### src/rtl/tag_retire_sched.sv
// Retire scheduler: per-source request FIFOs feeding one registered retire port
// through a round-robin arbiter. The held request is consumed on ret_trigger.
module tag_retire_sched #(
    parameter int tag_w    = 6,
    parameter int embedded = 1,
    parameter int n_req    = 2,
    parameter int depth    = 2
) (
    input  logic                                clk,
    input  logic                                rst,
    input  logic [n_req-1:0]                    req_valid,
    output logic [n_req-1:0]                    req_ready,
    input  logic [n_req-1:0]                    req_discard,
    input  logic [n_req*tag_w-1:0]              req_tag,
    input  logic [n_req*(embedded != 0 ? 4 : 5)-1:0] req_addr,
    output logic                                ret_enable,
    output logic                                ret_discard,
    output logic [tag_w-1:0]                    ret_tag,
    output logic [(embedded != 0 ? 4 : 5)-1:0]  ret_addr,
    input  logic                                ret_ready,
    output logic                                ret_trigger,
    input  logic                                flush,
    output logic                                busy
);

    localparam int addr_w = (embedded != 0) ? 4 : 5;
    localparam int ptr_w  = $clog2(depth);
    localparam int cnt_w  = ptr_w + 1;
    localparam int gnt_w  = (n_req > 1) ? $clog2(n_req) : 1;
    localparam int ent_w  = 1 + tag_w + addr_w;

    logic [ent_w-1:0] mem    [n_req][depth];
    logic [ptr_w-1:0] wr_ptr [n_req];
    logic [ptr_w-1:0] rd_ptr [n_req];
    logic [cnt_w-1:0] count  [n_req];

    logic [n_req-1:0] nonempty;
    logic [n_req-1:0] push;
    logic [n_req-1:0] pop;
    logic [gnt_w-1:0] last_grant;
    logic [gnt_w-1:0] gnt;
    logic             found;
    logic             load;
    logic [ent_w-1:0] head_p0;

    assign ret_trigger = ret_enable & ret_ready & ~flush;
    assign busy        = (|nonempty) | ret_enable;

    // Per-source occupancy, ready and accepted push; ready depends only on registered counts.
    always_comb begin
        nonempty  = '0;
        req_ready = '0;
        push      = '0;
        for (int i = 0; i < n_req; i++) begin
            nonempty[i]  = (count[i] != '0);
            req_ready[i] = rst & ~flush & (count[i] < cnt_w'(depth));
            push[i]      = req_valid[i] & req_ready[i];
        end
    end

    // Round-robin pick: first non-empty source after last_grant, wrapping to 0.
    always_comb begin
        gnt   = last_grant;
        found = 1'b0;
        for (int i = 0; i < n_req; i++) begin
            if (!found && nonempty[i] && (i > int'(last_grant))) begin
                gnt   = gnt_w'(i);
                found = 1'b1;
            end
        end
        for (int i = 0; i < n_req; i++) begin
            if (!found && nonempty[i] && (i <= int'(last_grant))) begin
                gnt   = gnt_w'(i);
                found = 1'b1;
            end
        end
        load = (~ret_enable | ret_trigger) & ~flush & (|nonempty);
        pop  = '0;
        if (load) begin
            pop[gnt] = 1'b1;
        end
        head_p0 = mem[gnt][rd_ptr[gnt]];
    end

    // FIFO storage: payload only, written at the tail on an accepted push.
    always_ff @(posedge clk) begin
        for (int i = 0; i < n_req; i++) begin
            if (push[i]) begin
                mem[i][wr_ptr[i]] <= {req_discard[i], req_tag[i*tag_w +: tag_w],
                                      req_addr[i*addr_w +: addr_w]};
            end
        end
    end

    // FIFO pointers and counts; flush empties every queue in one cycle.
    always_ff @(posedge clk or negedge rst) begin
        if (!rst) begin
            for (int i = 0; i < n_req; i++) begin
                wr_ptr[i] <= '0;
                rd_ptr[i] <= '0;
                count[i]  <= '0;
            end
        end else if (flush) begin
            for (int i = 0; i < n_req; i++) begin
                wr_ptr[i] <= '0;
                rd_ptr[i] <= '0;
                count[i]  <= '0;
            end
        end else begin
            for (int i = 0; i < n_req; i++) begin
                if (push[i]) begin
                    wr_ptr[i] <= wr_ptr[i] + ptr_w'(1);
                end
                if (pop[i]) begin
                    rd_ptr[i] <= rd_ptr[i] + ptr_w'(1);
                end
                case ({push[i], pop[i]})
                    2'b10:   count[i] <= count[i] + cnt_w'(1);
                    2'b01:   count[i] <= count[i] - cnt_w'(1);
                    default: count[i] <= count[i];
                endcase
            end
        end
    end

    // Output register: loads a granted head when empty or being consumed, else holds.
    always_ff @(posedge clk or negedge rst) begin
        if (!rst) begin
            ret_enable  <= 1'b0;
            ret_discard <= 1'b0;
            ret_tag     <= '0;
            ret_addr    <= '0;
            last_grant  <= gnt_w'(n_req - 1);
        end else if (flush) begin
            ret_enable <= 1'b0;
        end else if (load) begin
            ret_enable                        <= 1'b1;
            {ret_discard, ret_tag, ret_addr}  <= head_p0;
            last_grant                        <= gnt;
        end else if (ret_trigger) begin
            ret_enable <= 1'b0;
        end
    end

endmodule

### config.mk
export PLATFORM = sky130hd
export DESIGN_NAME = tag_retire_sched
export DESIGN_NICKNAME = d
export VERILOG_FILES = /design/src/rtl/tag_retire_sched.sv
export SDC_FILE = /design/constraint.sdc
export NUM_CORES = 1
export LEC_CHECK = 0
export CORE_MARGIN = 1.5
export CORE_UTILIZATION = 47
export DETAILED_ROUTE_END_ITERATION = 16
export HOLD_SLACK_MARGIN = 0.12
export PLACE_DENSITY = 0.71
export SETUP_SLACK_MARGIN = 0.2
export SLEW_MARGIN = 15
export SYNTH_ARGS = -nofsm -noshare
export SYNTH_HDL_FRONTEND = slang
export SYNTH_SLANG_ARGS = --single-unit
### constraint.sdc
create_clock -name clk -period 2.6 [get_ports clk]
set_clock_uncertainty 0.05 [all_clocks]
set_input_delay 0.65 -clock clk [delete_from_list [all_inputs] [get_ports clk]]
set_output_delay 0.65 -clock clk [all_outputs]
set_load 0.05 [all_outputs]
* After elaboration in Yosys (flattened, before gate mapping) *
Memory sizes are Yosys's and may differ from the RTL's.
Cells that the tools add are included.

storage, ports and cells
  input port bits = 28
  logic and storage cells = 107
  output and inout bits = 16
  memories = 1
  bits in writable memories = 44
  bits in registers = 21

operators by class
  order comparisons = 12
  bitwise gates (word level) = 17
  add/subtract/negate cells = 8
  reduce and logical (&&, ||, !) cells = 20
  muxes and demuxes = 34
  equality and inequality tests = 4

memories
  name  depth  width  read ports  clocked after Yosys merged registers in  write ports  RTL line  source
  mem   2      22     1           0                                        2            32        logic [ent_w-1:0] mem [n_req][depth];

operator list
  operator                                                              count
  11-bit two-way mux                                                    5
  22-bit two-way mux                                                    2
  11-bit demux with 1-bit select                                        2
  1-bit two-way mux                                                     18
  2-bit nonzero test                                                    6
  1-bit bitwise AND                                                     9
  3-bit nonzero test                                                    3
  2-bit greater-or-equal comparator, second input constant              4
  1-bit inverter with 2-bit output                                      4
  2-bit case mux with 2 select lines                                    2
  1-bit logical AND                                                     7
  2-bit two-way mux                                                     3
  1-bit adder, second input constant                                    4
  2-bit by 1-bit adder with 2-bit output, second input constant         2
  2-bit by 1-bit == test with 1-bit output, second input constant       2
  2-bit == test, second input constant                                  2
  2-bit by 1-bit < comparator with 1-bit output, second input constant  2
  2-bit < comparator, second input constant                             2
  4-bit two-way mux                                                     1
  2-bit by 1-bit subtractor with 2-bit output, second input constant    2
  1-bit logical NOT                                                     2
  1-bit by 2-bit < comparator with 1-bit output, second input constant  1
  1-bit inverter                                                        2
  1-bit bitwise OR                                                      2
  other kinds (6)                                                       6

* Logic depth before layout (Yosys ltp) *
Gate-level depths: netlist of run 1.

  depth in word-level cells = 18
  depth in mapped cells = 5
  mapped depth without buffers = 4

* Worst setup path before layout of run 1 *
OpenSTA, ideal clock, no wires.

  path kind = in2out
  start = input port flush
  end = output port req_ready[0]
  stages on the path = 3
  arrival time = 1.510 ns
  required time = 1.900 ns
  path buffers = 0
  path slack = 0.390 ns
  cells stage by stage = inv_1 > nand2_1 > nor2_1

on the way
  longest elaborated chain between the ends = 3

ends and longest elaborated chain
  element                          RTL line  source
  from (decl)                      22        input logic flush,
  1-bit inverter (no source line)  n/a
  1-bit bitwise AND (2 in series)  56        req_ready[i] = rst & ~flush & (count[i] < cnt_w'(depth));
  to (decl)                        12        output logic [n_req-1:0] req_ready,

No other way between the ends.

* Final worst setup path of run 1 *
  start = input port flush
  end = output port req_ready[1]

The elaborated chain is that of the path after synthesis.

==> metrics.csv, run 1 <==
stage,metric,value,unit
yosys,Async SR Flop Fraction,32.31,%
cells_and_area,layout cells sized above 1,16.07,%
place,DP Worst Slack,0.2002,ns
global_route,Total Routing Usage GR,17.44,%
yosys,top post-synthesis cells by area,"edfxtp_1 (49%), dfrtp_1 (19%), mux2i_1 (13%)",
power_and_ir_drop,power per cell area,910.2,nW/um^2
cells_and_area,fin util,62.08,%
clocking,Post-CTS Setup Inserts,0,
yosys,largest area contributor in the netlist,edfxtp_1,
cells_and_area,# diodes,0,
yosys,"FF+latch count, synth",65,
global_route,GRT overflow,0,
clocking,Worst-path clk slew,0.06,ns
detailed_routing,detailed-route via count,1505,
timing,post-layout min period,2.352,ns
timing,RSZ-0062 raised after global routing,yes,
detailed_routing,drt drc,0,
die,row count,27,
cells_and_area,area delta synth->final,27.43,%
timing,Fmax,425.1,MHz
power_and_ir_drop,Max VDD drop,0.9211,mV
setup_path,Setup CP Type,in -> out,
yosys,Synth Cell Area,2683,um^2
timing,Pins Over Slew Limit,0,
global_route,largest net degree at the start of global routing,15,
clocking,Max Buffers Root-to-Sink,2,
global_route,vias in the first global route,1571,
clocking,Clock Tree Root,clkbuf_8,
timing,headroom to the max-slew limit,58.63,%
setup_path,Crit Path Max Fanout,4,
yosys,Mean Syn Cell Area,16.66,um^2
yosys,Cells after Synth,161,
die,Die H,78.55,um
detailed_routing,M1 WL,2079,um
die,I/O pins,44,
flow_run,Max-cap violations,0,
min_path,Hold Crit Depth,1,
place,GP Congestion,0.8716,
global_route,initial antenna violation count,0,
detailed_routing,Iteration-0 DRC Markers,63,
power_and_ir_drop,Leakage,1.272,nW
die,DIE AREA,6170,um^2
detailed_routing,DR pass1 iterations,4,
die,core footprint,5507,um^2
timing,part of the cycle the worst path needs,90.47,%
detailed_routing,Final ANT Viol Nets,0,
min_path,class of the worst hold path,reg -> reg,
die,initial core utilization,48.72,%
clocking,H-Tree Depth,3,
clocking,"Hold-fix buffers, CTS",0,
setup_path,Startpoint Class,input port,
yosys,syn nets,189,
setup_path,Crit. End Element,output port,
place,dpl hpwl,3601,um
yosys,sequential-to-total area share from yosys stat,68.89,%
setup_path,worst r2r path cells,4,
detailed_routing,met2 WL post-DR,2466,um
timing,final hold vios,0,
detailed_routing,Vias/cell,5.084,
setup_path,critical path data arrival time,1.65,ns
detailed_routing,routed wire length per instance,16.54,um
clocking,clk sink count,65,
status,status,"complete, no violations",
global_route,first-pass GRT wire length,7603,um
setup_path,Worst setup endpoint,req_ready[1],
power_and_ir_drop,total power,3.111,mW
yosys,Synth Warn #,0,
yosys,synth unique cells,30,
detailed_routing,Top Metal Used,met4,
setup_path,crit path launch,flush,
detailed_routing,DRT Wirelength,4896,um
cells_and_area,nets@finish,248,
setup_path,r2r endpoint,ret_addr[2],
clocking,CTS tree,built,
timing,Setup Viol. Count Final,0,
die,Die X-Extent,78.55,um
setup_path,R2R setup slack,0.84,ns
yosys,number of flops mapped to enable cells by yosys,44,
yosys,"Top FF cell, synth",edfxtp_1,
timing,final worst-path setup slack,0.2478,ns
clocking,Clock Latency Late Sink,0.34,ns
cells_and_area,post-route insts no fill,296,
yosys,top cell type's share of synthesized area,49.25,%
place,Placed Cells,281,
place,Port Buffer Count,43,
setup_path,worst r2r src,count[3],
clocking,cts bufs inserted,9,
timing,Sum Neg Setup Slack,0,ns
yosys,most common library cells after synthesis,"edfxtp_1 (44), mux2i_1 (34), dfrtp_1 (20)",
detailed_routing,WL met3,231,um
yosys,most instantiated library cell after synthesis,edfxtp_1,
setup_path,worst path required time,1.90,ns
timing,worst slew pin tran,0.6206,ns
## flip-flops by register name (all words and copies together), names as in the netlist
register     flops
last_grant       1
wr_ptr           2
count            4
mem             44
ret_tag          6
ret_enable       1
ret_discard      1
rd_ptr           2
ret_addr         4
## per-layer routing
metal / vias to the layer above / GRT usage, %
met5: - / 0
met4: 0 / 11.25
met3: 10 / 3.953
met2: 45 / 28.62
met1: 730 / 20.58
li1: 720 / -
## where the power goes
group          leakage [nW]  total (mW)  internal [mW]  switching, mW
Clock                0.0730       0.679          0.332          0.348
Sequential            0.663        1.36           1.24          0.119
Combinational         0.537        1.07          0.443          0.626
## kinds of logic (layout without fill, tap and decap cells)
group,count (synthesis),after routing,synth area share [%]
and+or+nand+nor,27,27,5.784
DFF,65,65,68.89
AOI/OAI and AO/OA,9,9,3.639
xor gates and xnor gates,6,6,1.959
buffers and inverters,7,70,1.446
muxes,47,47,18.28
## final cells by class
| cell class | instances | area [um^2] |
|---|---|---|
| Tap cell | 72 | 90.09 |
| Inverter | 2 | 7.507 |
| Timing Repair Buffer | 53 | 530.5 |
| Sequential cell | 65 | 1848 |
| Clock inverter | 3 | 11.26 |
| Clock buffer | 12 | 135.1 |
| Multi-Input combinational cell | 89 | 795.8 |
| Fill cell | 414 | 2088 |
## worst min-delay path by stage
stage                            from           to  slack, ns
after floorplan                   rst     count[0]       0.30
after global placement     ret_tag[5]   ret_tag[5]       0.43
after detailed placement  ret_addr[0]  ret_addr[0]       0.43
after CTS                  ret_tag[1]   ret_tag[1]       0.45
after global routing       ret_tag[1]   ret_tag[1]       0.46
final                      ret_tag[5]   ret_tag[5]       0.46
## through the flow
stage	hold slack, ns	area (um^2)
finish	0.4552	3418
global route	0.4633	3418
CTS	0.4491	3425
detailed placement	0.4313	3277
global placement	0.4259	3277
floorplan	0.3044	2683
## worst max-delay path, stage by stage
cell and delay (ns):
clkdlybuf4s50_1 0.42, inv_1 0.12, nand2_1 0.08, nor2_1 0.20
buf_12 0.17
## cells in the final DEF, fill, tap and decap left out
cell type	instances
a2111oi_4	1
a21oi_1	1
a21oi_2	1
a31o_1	1
a31oi_1	1
and2_1	2
and3_1	1
and4bb_2	2
buf_12	3
buf_2	1
buf_4	10
clkbuf_1	3
clkbuf_8	9
clkdlybuf4s50_1	39
clkinv_1	3
dfrtp_1	20
dfstp_2	1
edfxtp_1	44
inv_1	2
mux2_1	9
mux2_2	3
mux2_4	1
mux2i_1	34
nand2_1	5
nand2b_1	2
nor2_1	8
nor2_2	1
nor2b_1	4
nor3_2	1
o2111ai_1	2
o21bai_1	1
o311ai_2	1
or2_4	1
xnor2_1	5
xor2_1	1
## repair_timing
action                                  4_1_cts  5_1_grt
endpoints found under the setup margin        1        2
resized for setup                             3        2
hold endpoints to repair                      0        0
(Power assumes the default switching activity.)
==> run 2, diff against run 1 <==
Settings changed: PLACE_DENSITY 0.71 to not set, PLACE_DENSITY_LB_ADDON set to 0.2, SKIP_LAST_GASP set to 1.
==> metrics.csv, run 2 (synthesis gave the netlist of run 1 again) <==
stage,metric,value,unit
clocking,Worst-path clk slew,0.06,ns
die,DIE AREA,6170,um^2
cells_and_area,layout cells sized above 1,18.75,%
timing,Fmax,435.1,MHz
timing,RSZ-0062 raised after global routing,no,
global_route,GRT overflow,0,
place,Port Buffer Count,43,
timing,Pins Over Slew Limit,0,
min_path,class of the worst hold path,reg -> reg,
timing,headroom to the max-slew limit,57.97,%
cells_and_area,fillers,427,
setup_path,critical path data arrival time,1.60,ns
clocking,Clock Latency Late Sink,0.33,ns
setup_path,Crit. End Element,output port,
detailed_routing,DRT Wirelength,4897,um
status,status,"complete, no violations",
place,GP Congestion,0.9388,
timing,final worst-path setup slack,0.3014,ns
setup_path,Startpoint Class,input port,
place,dpl hpwl,3495,um
clocking,CTS tree,built,
cells_and_area,area delta synth->final,28.96,%
detailed_routing,routed wire length per instance,16.54,um
setup_path,worst path required time,1.90,ns
cells_and_area,area of the multi-input gates,795.8,um^2
min_path,hold path endpoint,ret_addr[3],
global_route,first-pass GRT wire length,8066,um
power_and_ir_drop,Leakage,1.296,nW
power_and_ir_drop,Max VDD drop,0.7252,mV
place,placed cell area,3269,um^2
cells_and_area,max reg flops,44,
timing,WHS,0.4444,ns
clocking,cts bufs inserted,9,
die,initial core utilization,48.72,%
setup_path,Crit Path Max Fanout,3,
setup_path,worst r2r path cells,4,
timing,Setup Viol. Count Final,0,
die,row count,27,
timing,Sum Neg Setup Slack,0,ns
timing,final hold vios,0,
global_route,vias in the first global route,1634,
detailed_routing,drt drc,0,
global_route,initial antenna violation count,0,
min_path,min-delay src,ret_addr[3],
clocking,Max Buffers Root-to-Sink,2,
global_route,Total Routing Usage GR,18.25,%
cells_and_area,final instance area,3460,um^2
cells_and_area,post-route insts no fill,296,
detailed_routing,DR pass1 iterations,4,
clocking,"Hold-fix buffers, CTS",0,
cells_and_area,"commonest non-fill, non-tap cell in the layout",edfxtp_1,
die,Die X-Extent,78.55,um
cells_and_area,most frequent cells in the layout,"edfxtp_1 (44), clkdlybuf4s50_1 (39), mux2i_1 (34), dfrtp_1 (20), clkbuf_8 (10)",
detailed_routing,detailed-route via count,1509,
detailed_routing,Iteration-0 DRC Markers,88,
cells_and_area,nets@finish,247,
setup_path,r2r endpoint,ret_addr[2],
die,I/O pins,44,
cells_and_area,fin util,62.83,%
die,core footprint,5507,um^2
setup_path,worst r2r src,count[3],
clocking,clk sink count,65,
clocking,H-Tree Depth,3,
timing,post-layout min period,2.299,ns
timing,worst slew pin tran,0.6305,ns
cells_and_area,# diodes,0,
power_and_ir_drop,total power,3.265,mW
flow_run,Max-cap violations,0,
detailed_routing,Vias/cell,5.098,
setup_path,Setup CP Type,in -> out,
setup_path,R2R setup slack,0.83,ns
global_route,largest net degree at the start of global routing,19,
cells_and_area,Storage cell area,1848,um^2
clocking,Post-CTS Setup Inserts,0,
die,Die H,78.55,um
place,Placed Cells,280,
clocking,Clock Tree Root,clkbuf_8,
detailed_routing,Final ANT Viol Nets,0,
timing,part of the cycle the worst path needs,88.41,%
min_path,Hold Crit Depth,1,
power_and_ir_drop,power per cell area,943.8,nW/um^2
place,DP Worst Slack,0.2359,ns
run 2: cell count changes in the layout (fill, tap and decap cells not counted), sizes merged:
cell      before  now
clkinv         3    4
bufinv         0    1
clkinvlp       0    1
buf           14   13
clkbuf        12   10
run 2: worst max-delay path, cell delays in order:
cell	delay [ns]
clkdlybuf4s50_1	0.42
inv_1	0.09
nand2_1	0.08
nor2_1	0.19
buf_12	0.17
run 2: area by class of cell:
cell class	count	area share, %
sequential	65	53.42
multi-input combinational	89	23.00
timing repair buffer	52	15.12
clock buffer	10	3.978
tap	72	2.604
clock inverter	6	1.664
inverter	2	0.2170
run 2: what timing repair did:
| item | 4_1_cts | 5_1_grt |
|---|---|---|
| gates cloned | 0 | 0 |
| gates resized for setup | 3 | 2 |
| setup endpoints to repair | 1 | 1 |
run 2: worst max-delay path by stage:
stage,to,slack [ns],depth (start not counted),start
CTS,busy,0.23,4,count[3]
global route,busy,0.26,4,count[3]
finish,req_ready[0],0.30,5,flush
floorplan,req_ready[0],0.39,3,flush
detailed placement,busy,0.24,4,count[3]
global placement,req_ready[0],0.29,5,flush
run 2: report_power, final:
group,switching (mW),total (mW),internal [mW]
registers,0.122,1.37,1.24
clock network,0.369,0.830,0.462
logic,0.630,1.07,0.439
run 2: metal layers:
layer  track usage (%)  share of wire (%)  routed length [um]
met2             29.22                 52                2532
met1             21.98                 41                2021
met5                 0                  0                   0
met3             6.512                4.2                 208
met4             8.571                2.7                 134
